<file path="src/rtl/systolic_feeder.sv">
// systolic_feeder: FIFO-buffered bf16 operand feeder with one-cycle lane-1 skew; FEEDER_BEATCNT_EN enables beat_count
module systolic_feeder (
  input  logic        clk,
  input  logic        rst,
  input  logic        in_valid,
  output logic        in_ready,
  input  logic [15:0] in_a0,
  input  logic [15:0] in_a1,
  input  logic [15:0] in_b0,
  input  logic [15:0] in_b1,
  input  logic        in_last,
  output logic [15:0] a_out0,
  output logic [15:0] a_out1,
  output logic [15:0] b_out0,
  output logic [15:0] b_out1,
  output logic        feed_valid,
  output logic        clear_acc,
  output logic        done,
  output logic [7:0]  beat_count
);
  typedef enum logic [1:0] {IDLE, FEED, FLUSH, DONE} state_t;
  state_t state_q, state_d;
  logic [64:0] mem_q [4];
  logic [1:0] wptr_q, rptr_q;
  logic [2:0] occ_q;
  logic push, pop, empty;
  logic [64:0] head;
  logic [15:0] a0_d, a1_d, b0_d, b1_d, sa_q, sb_q, sa_d, sb_d;
  logic fv_d, clr_d, done_d;
  assign in_ready = occ_q < 3'd4;
  assign empty = occ_q == 3'd0;
  assign push = in_valid && in_ready;
  assign pop = (state_q == FEED) && !empty;
  assign head = mem_q[rptr_q];
  // FIFO storage; contents need no reset since occupancy gates every read
  always_ff @(posedge clk)
    if (push) mem_q[wptr_q] <= {in_a0, in_a1, in_b0, in_b1, in_last};
  // FIFO pointers and occupancy; simultaneous push and pop leave occupancy unchanged
  always_ff @(posedge clk or posedge rst)
    if (rst) begin
      wptr_q <= '0;
      rptr_q <= '0;
      occ_q <= '0;
    end else begin
      wptr_q <= wptr_q + 2'(push);
      rptr_q <= rptr_q + 2'(pop);
      occ_q <= occ_q + 3'(push) - 3'(pop);
    end
  // next state and next registered outputs
  always_comb begin
    state_d = state_q;
    a0_d = '0;
    a1_d = '0;
    b0_d = '0;
    b1_d = '0;
    sa_d = '0;
    sb_d = '0;
    fv_d = 1'b0;
    clr_d = 1'b0;
    done_d = 1'b0;
    case (state_q)
      IDLE: if (!empty) begin
        state_d = FEED;
        clr_d = 1'b1;
      end
      FEED: begin
        a1_d = sa_q;
        b1_d = sb_q;
        if (pop) begin
          a0_d = head[64:49];
          sa_d = head[48:33];
          b0_d = head[32:17];
          sb_d = head[16:1];
          fv_d = 1'b1;
          state_d = head[0] ? FLUSH : FEED;
        end
      end
      FLUSH: begin
        a1_d = sa_q;
        b1_d = sb_q;
        done_d = 1'b1;
        state_d = DONE;
      end
      default: state_d = IDLE;
    endcase
  end
  // state, skew and output registers
  always_ff @(posedge clk or posedge rst)
    if (rst) begin
      state_q <= IDLE;
      sa_q <= '0;
      sb_q <= '0;
      a_out0 <= '0;
      a_out1 <= '0;
      b_out0 <= '0;
      b_out1 <= '0;
      feed_valid <= 1'b0;
      clear_acc <= 1'b0;
      done <= 1'b0;
    end else begin
      state_q <= state_d;
      sa_q <= sa_d;
      sb_q <= sb_d;
      a_out0 <= a0_d;
      a_out1 <= a1_d;
      b_out0 <= b0_d;
      b_out1 <= b1_d;
      feed_valid <= fv_d;
      clear_acc <= clr_d;
      done <= done_d;
    end
`ifdef FEEDER_BEATCNT_EN
  logic [7:0] cnt_q;
  // beats issued this job, cleared as the job starts and saturating at 255
  always_ff @(posedge clk or posedge rst)
    if (rst) cnt_q <= '0;
    else if (clr_d) cnt_q <= '0;
    else if (pop && cnt_q != 8'hFF) cnt_q <= cnt_q + 8'd1;
  assign beat_count = cnt_q;
`else
  assign beat_count = '0;
`endif
endmodule

</file>
<file path="config.mk">
export PLATFORM = sky130hd
export DESIGN_NAME = systolic_feeder
export DESIGN_NICKNAME = d
export VERILOG_FILES = /design/src/rtl/systolic_feeder.sv
export SDC_FILE = /design/constraint.sdc
export NUM_CORES = 1
export LEC_CHECK = 0
export ABC_AREA = 1
export BUFFER_PORTS_ARGS = -buffer_cell sky130_fd_sc_hd__buf_2
export CAP_MARGIN = 25
export CORE_MARGIN = 2
export CORE_UTILIZATION = 40
export DETAILED_ROUTE_END_ITERATION = 16
export HOLD_SLACK_MARGIN = 0.02
export PLACE_DENSITY = 0.56
export SYNTH_ARGS = -nofsm -noshare
export SYNTH_HDL_FRONTEND = slang
export SYNTH_SLANG_ARGS = --single-unit
</file>
<file path="constraint.sdc">
create_clock -name clk -period 7.4 [get_ports clk]
set_clock_uncertainty 0.1 [all_clocks]
set_input_delay 1.11 -clock clk [delete_from_list [all_inputs] [get_ports clk]]
set_output_delay 1.11 -clock clk [all_outputs]
set_load 0.005 [all_outputs]
</file>
# Yosys cells after proc, flatten, opt, wreduce, memory -nomap -nowiden
# Memories as Yosys holds them, arrays and structs flattened.
# Cells that the tools add are included.
# word_totals
output_inout_bits	76
ram_bits	260
mem_bits_ro	0
inputBits	68
wordCells	51
latchBits	0
n_memories	1
regBits	108
# classes
n_eq_ne	4
div	0
shifts	0
magnitude_cmp	1
mux	21
n_reduce_logical	7
n_mul	0
bitwise	0
n_addsub	4
# mem_list
memory	depth	word_bits	read_ports	rd_clocked_by_memory_dff	write_ports	line	source
mem_q	4	65	1	0	1	23	logic [64:0] mem_q [4];
# ops
op	n
16-bit two-way mux	10
1-bit two-way mux	7
2-bit two-way mux	3
2-bit one-hot mux with 3 select lines	1
2-bit by 1-bit adder with 2-bit output	2
2-bit inequality test, second input constant	2
3-bit by 1-bit adder with 3-bit output	1
3-bit logical NOT	1
3-bit < comparator, second input constant	1
3-bit by 1-bit subtractor with 3-bit output	1
2-bit by 1-bit equality test with 1-bit output, second input constant	1
2-bit equality test, second input constant	1
1-bit logical AND	2
2-bit logical NOT	1
2-bit AND reduction	1
2-bit OR reduction	1
1-bit logical NOT	1

# Longest topological paths before layout
# logic_depth
depth_word	5
ltp_mapped	11
depth_no_buf	8

# Worst setup path before layout
# Ideal clock, no wire load.
# synth_path
path_kind	input-to-reg
startpoint	input in_valid
endpoint	memory mem_q[0][0] (enable)
required_ns	6.732
n_path_buf	0
arrival_ns	5.663
path_stages	2
slack_ns	1.069
setup_time_ns	0.568
path_cell_list	nand2_1 nor3_1
# synth_between
elab_chain_len	3
# synth_lines
item	line	source
from (decl)	5	input logic in_valid,
1-bit logical AND	32	assign push = in_valid && in_ready;
1-bit two-way mux	37	if (push) mem_q[wptr_q] <= {in_a0, in_a1, in_b0, in_b1, in_last};
1-bit two-way mux (not written as such)	37	
to (decl)	23	
# Every way passes these cells.

# Worst setup path in the final report
# layout_path
startpoint	register rptr_q[0]
endpoint	register state_q[0]
# layout_between
elab_chain_len	4
# layout_lines
item	line	source
from (decl)	24	logic [1:0] wptr_q, rptr_q;
from (signal assigned)	46	rptr_q <= rptr_q + 2'(pop);
memory 4 x 65 bit	-	
2-bit two-way mux	75	state_d = head[0] ? FLUSH : FEED;
2-bit two-way mux	69	if (pop) begin
2-bit one-hot mux with 3 select lines	61	case (state_q)
to (signal assigned)	101	state_q <= state_d;
to (decl)	22	state_t state_q, state_d;
# Every way passes these cells. The select of a mux whose other input is x is not followed.
# A chain may end at the register's enable or synchronous reset.

==> results list <==
- The flow ran to the end, and the final reports show no timing, DRC or antenna violations.
- Ratio of final minimum period to clock period: 0.378
- For the worst flop-to-flop path, the logic depth is 9.
- Hold_ws: 328 ps
- After routing the design area is 15600 um^2.
- After clock tree synthesis, the clock-pin slew on the worst setup and hold paths is 60 ps.
- Xor/xnor share of the synthesized area: 0.00327
- Max Freq: 0.358 GHz
- Setup WS pre-CTS: 4030 ps
* Layout cell share with drive strength beyond 1: 0.180
- Post-CTS Setup Repair Bufs: 0
- Starting density of the core: 0.408
- Pin count of the biggest net entering global routing: 98
- The longest clock path from root to sink contains 3 buffers.
- Startpoint of the most critical hold path: sb_q[12]
- Area added between synthesis and finish: 16.7%
* Cell types occupying the most area after synthesis: sky130_fd_sc_hd__edfxtp_1 58%, sky130_fd_sc_hd__dfrtp_1 20%, sky130_fd_sc_hd__nor2_1 7.4%
* DRC: 0
- The setup path with the least slack is of type register to register.
* CTS Buf Count: 39
* Biggest area consumer among synthesized cells: sky130_fd_sc_hd__edfxtp_1
* Min cycle time layout: 2790 ps
- After detailed routing, the average wire length per cell comes to 17.1 um.
- In this design, the critical path's most frequently occurring cell is sky130_fd_sc_hd__nand2_1.
* R2r startpoint: rptr_q[0]
- During I/O placement, the number of pins put on the boundary was 144.
* Async SR Flop Fraction: 0.293
- Critical Path Fanout Max: 97
- The first global-routing pass estimated 43500 um of wire.
- Adder-Cell Fraction of Synth Area: 0.00710
* Worst voltage drop across the vdd grid: 0.255 mV
- The final route contains 7692 vias.
- After floorplanning, the core was sized to cover 32800 um^2.
- Before antenna repair, the detailed router went through 5 iterations.
* Total global routing track utilization: 0.160
- Root Buffer: sky130_fd_sc_hd__clkbuf_16
* Top-area cell type share of the netlist area: 0.583
- Power spread over the standard cell area amounts to 394 nW/um^2.
* Main synth FF type: sky130_fd_sc_hd__edfxtp_1
- Register area share after synthesis: 0.785
* Post-synth design cell area: 13400 um^2
- For flop-to-flop paths, the worst setup slack is 4610 ps.
- DIE HEIGHT: 187 um
- Via count of the first global-routing pass: 7805
- Hold-fix buffers at CTS: 0
* Final wirelength: 27500 um
* Unrepaired setup endpoints after global routing: false
- Antenna violations before repair: 3
* List of cells traversed by the critical path: inv_4 > buf_4 > nand2_1 > nand3_1 > nand2_1 > nand2_1 > nand2_1 > nand2_1 > nand2_1
- Warnings, synthesis: 0
* Simple-gate share of the synthesized area: 0.0893
- Number of enable flip-flop cells after synthesis: 260
- Library cell contributing the largest single delay on the critical path: sky130_fd_sc_hd__buf_4
- Across the run, the number of max-cap violations was 0.
* Cell count after synthesis: 1000
* TritonCTS clock tree: built
- Final Max Slew Viols: 0
* Global placement routability congestion: 0.692
- The die covers 34900 um^2.
* Endpoint with the worst hold slack: b_out1[12]
- Resized Gates After CTS: 0
- Post-route antenna net violation count: 0
- Post-detailed-placement half-perimeter wirelength: 14800 um
- Depth of the CTS H-tree: 2
- Number of port buffers: 135
- Class of the tightest hold or removal check: register to register
* Relative max-transition margin: 0.339
* Hold Path Stages: 2
* Setup violators final: 0
- The post-synthesis compound-gate area fraction is 0.0735.
- In the final design database the tool counted 1209 nets.
- Hold Vio Cnt, Final: 0
* Number of distinct library cells after synthesis: 25
- For the pin with the worst max-slew slack, the measured transition is 992 ps.
- For the final routed database, the setup TNS stands at 0 ps.
- Total of flip-flops plus latches after synthesis: 368
- Sort of element at the end of the critical path: register
- The endpoint identified for the worst register-to-register timing path is state_q[0].
* Horiz. Die Dim: 187 um
- Of the post-synthesis cell area, the part taken by muxes is 0.
- Data arrival time of the worst path: 3110 ps
- The analysis attributes to cell leakage a power of 0.00633 uW.
* GRT Residual Overflow: 0
* Iteration-0 DRC Markers: 592
- Via-to-Cell Ratio: 4.78
- Main combinational cell family by area after synthesis: simple AND/OR/NAND/NOR gates
- Syn Area/Cell: 13.4 um^2
- FP Rows: 66
- Startpoint type of the worst setup path: register
- The placed instances occupy a cell area of 14400 um^2.
* Worst-Skew Late Latency: 530 ps
* Data required time at the worst endpoint: 7720 ps
- Worst setup slack after layout: 4610 ps
* Clk sink count: 368
* Max incr delay on CP: 840 ps
Yosys cell counts, drive strengths merged (3+ instances only):
master	number
clkbuf	17
nor2	264
xor2	3
inv	46
buf	44
ha	6
dfrtp	108
edfxtp	260
nor3	4
a21oi	65
o21ai	130
nand2	46
layout make-up:
class / instances / area (um^2)
sequential: 368 / 10500
tap: 442 / 553
multi-input combinational: 532 / 2370
inverter: 46 / 178
fill: 2954 / 17200
clock buffer: 52 / 1070
clock inverter: 20 / 148
antenna: 3 / 7.51
timing repair buffer: 147 / 766
power by group:
group	internal (uW)	total, uW	switching, uW
registers	2620	2850	225
clock network	1090	1840	754
logic	476	1470	994
total	4190	6160	1970
sequential cells by signal, indices dropped and copies added (netlist names):
name	count
occ_q	3
done	1
feed_valid	1
sa_q	16
sb_q	16
wptr_q	2
rptr_q	2
clear_acc	1
state_q	2
a_out0	16
b_out0	16
a_out1	16
mem_q	260
b_out1	16
cells in the final DEF (no fill, tap or decap), types with 2 or more instances in the layout:
cell type,count
sky130_fd_sc_hd__dfrtp_4,2
sky130_fd_sc_hd__clkbuf_16,39
sky130_fd_sc_hd__buf_4,12
sky130_fd_sc_hd__inv_4,2
sky130_fd_sc_hd__ha_1,6
sky130_fd_sc_hd__nand2_1,45
sky130_fd_sc_hd__xor2_1,3
sky130_fd_sc_hd__conb_1,8
sky130_fd_sc_hd__bufinv_16,2
sky130_fd_sc_hd__nor3_2,4
sky130_fd_sc_hd__inv_6,3
sky130_fd_sc_hd__o21ai_1,73
sky130_fd_sc_hd__nand3_1,2
sky130_fd_sc_hd__clkinv_1,11
sky130_fd_sc_hd__clkbuf_8,5
sky130_fd_sc_hd__clkbuf_1,8
sky130_fd_sc_hd__o21ai_0,57
sky130_fd_sc_hd__nor2_1,264
sky130_fd_sc_hd__diode_2,3
sky130_fd_sc_hd__inv_1,43
sky130_fd_sc_hd__edfxtp_1,260
sky130_fd_sc_hd__a21oi_1,65
sky130_fd_sc_hd__buf_2,135
sky130_fd_sc_hd__xnor2_1,2
sky130_fd_sc_hd__clkinv_2,4
sky130_fd_sc_hd__dfrtp_1,106
worst max path at each step:
stage | start | end | slack, ps | cells past startpoint
final | rptr_q[0] | state_q[0] | 4610 | 9
after floorplan | in_valid | mem_q[0][0] | 1070 | 2
after CTS | rptr_q[0] | state_q[0] | 4570 | 9
after global placement | in_valid | mem_q[2][2] | 4090 | 4
after global routing | rptr_q[0] | state_q[0] | 4370 | 9
after detailed placement | in_valid | mem_q[2][2] | 4030 | 4
per-layer routing:
metal | track usage | wire length, um | up-vias
met5 | 0 | 7 | -
met4 | 0.0473 | 603 | 2
met3 | 0.0353 | 1530 | 52
met2 | 0.259 | 12600 | 207
met1 | 0.217 | 12700 | 3754
li1 | - | - | 3677
critical path, delay by kind of cell, from the launching register on:
| kind | cells | cell delay [ps] |
|---|---|---|
| DFF | 1 | 750 |
| buffers and inverters | 2 | 1250 |
| and+or+nand+nor | 7 | 550 |
metrics by stage:
stage / utilization / instances / power [uW]
2_1_floorplan: - / 1007 / 3940
3_3_place_gp: 0.439 / 1535 / 4370
3_5_place_dp: 0.439 / 1535 / 4390
4_1_cts: 0.476 / 1607 / 6250
5_1_grt: 0.476 / 1607 / 6570
6_report: 0.476 / 1610 / 6160
cells by family after synthesis:
kind of cell,count (synthesis)
AO/OA/AOI/OAI,196
flip-flops,368
AND/OR/NAND/NOR,316
adder cells (fa/ha/maj),7
XOR/XNOR,5
other,1
buffers and inverters,107
Note: power is estimated with default switching activity, not from simulation.
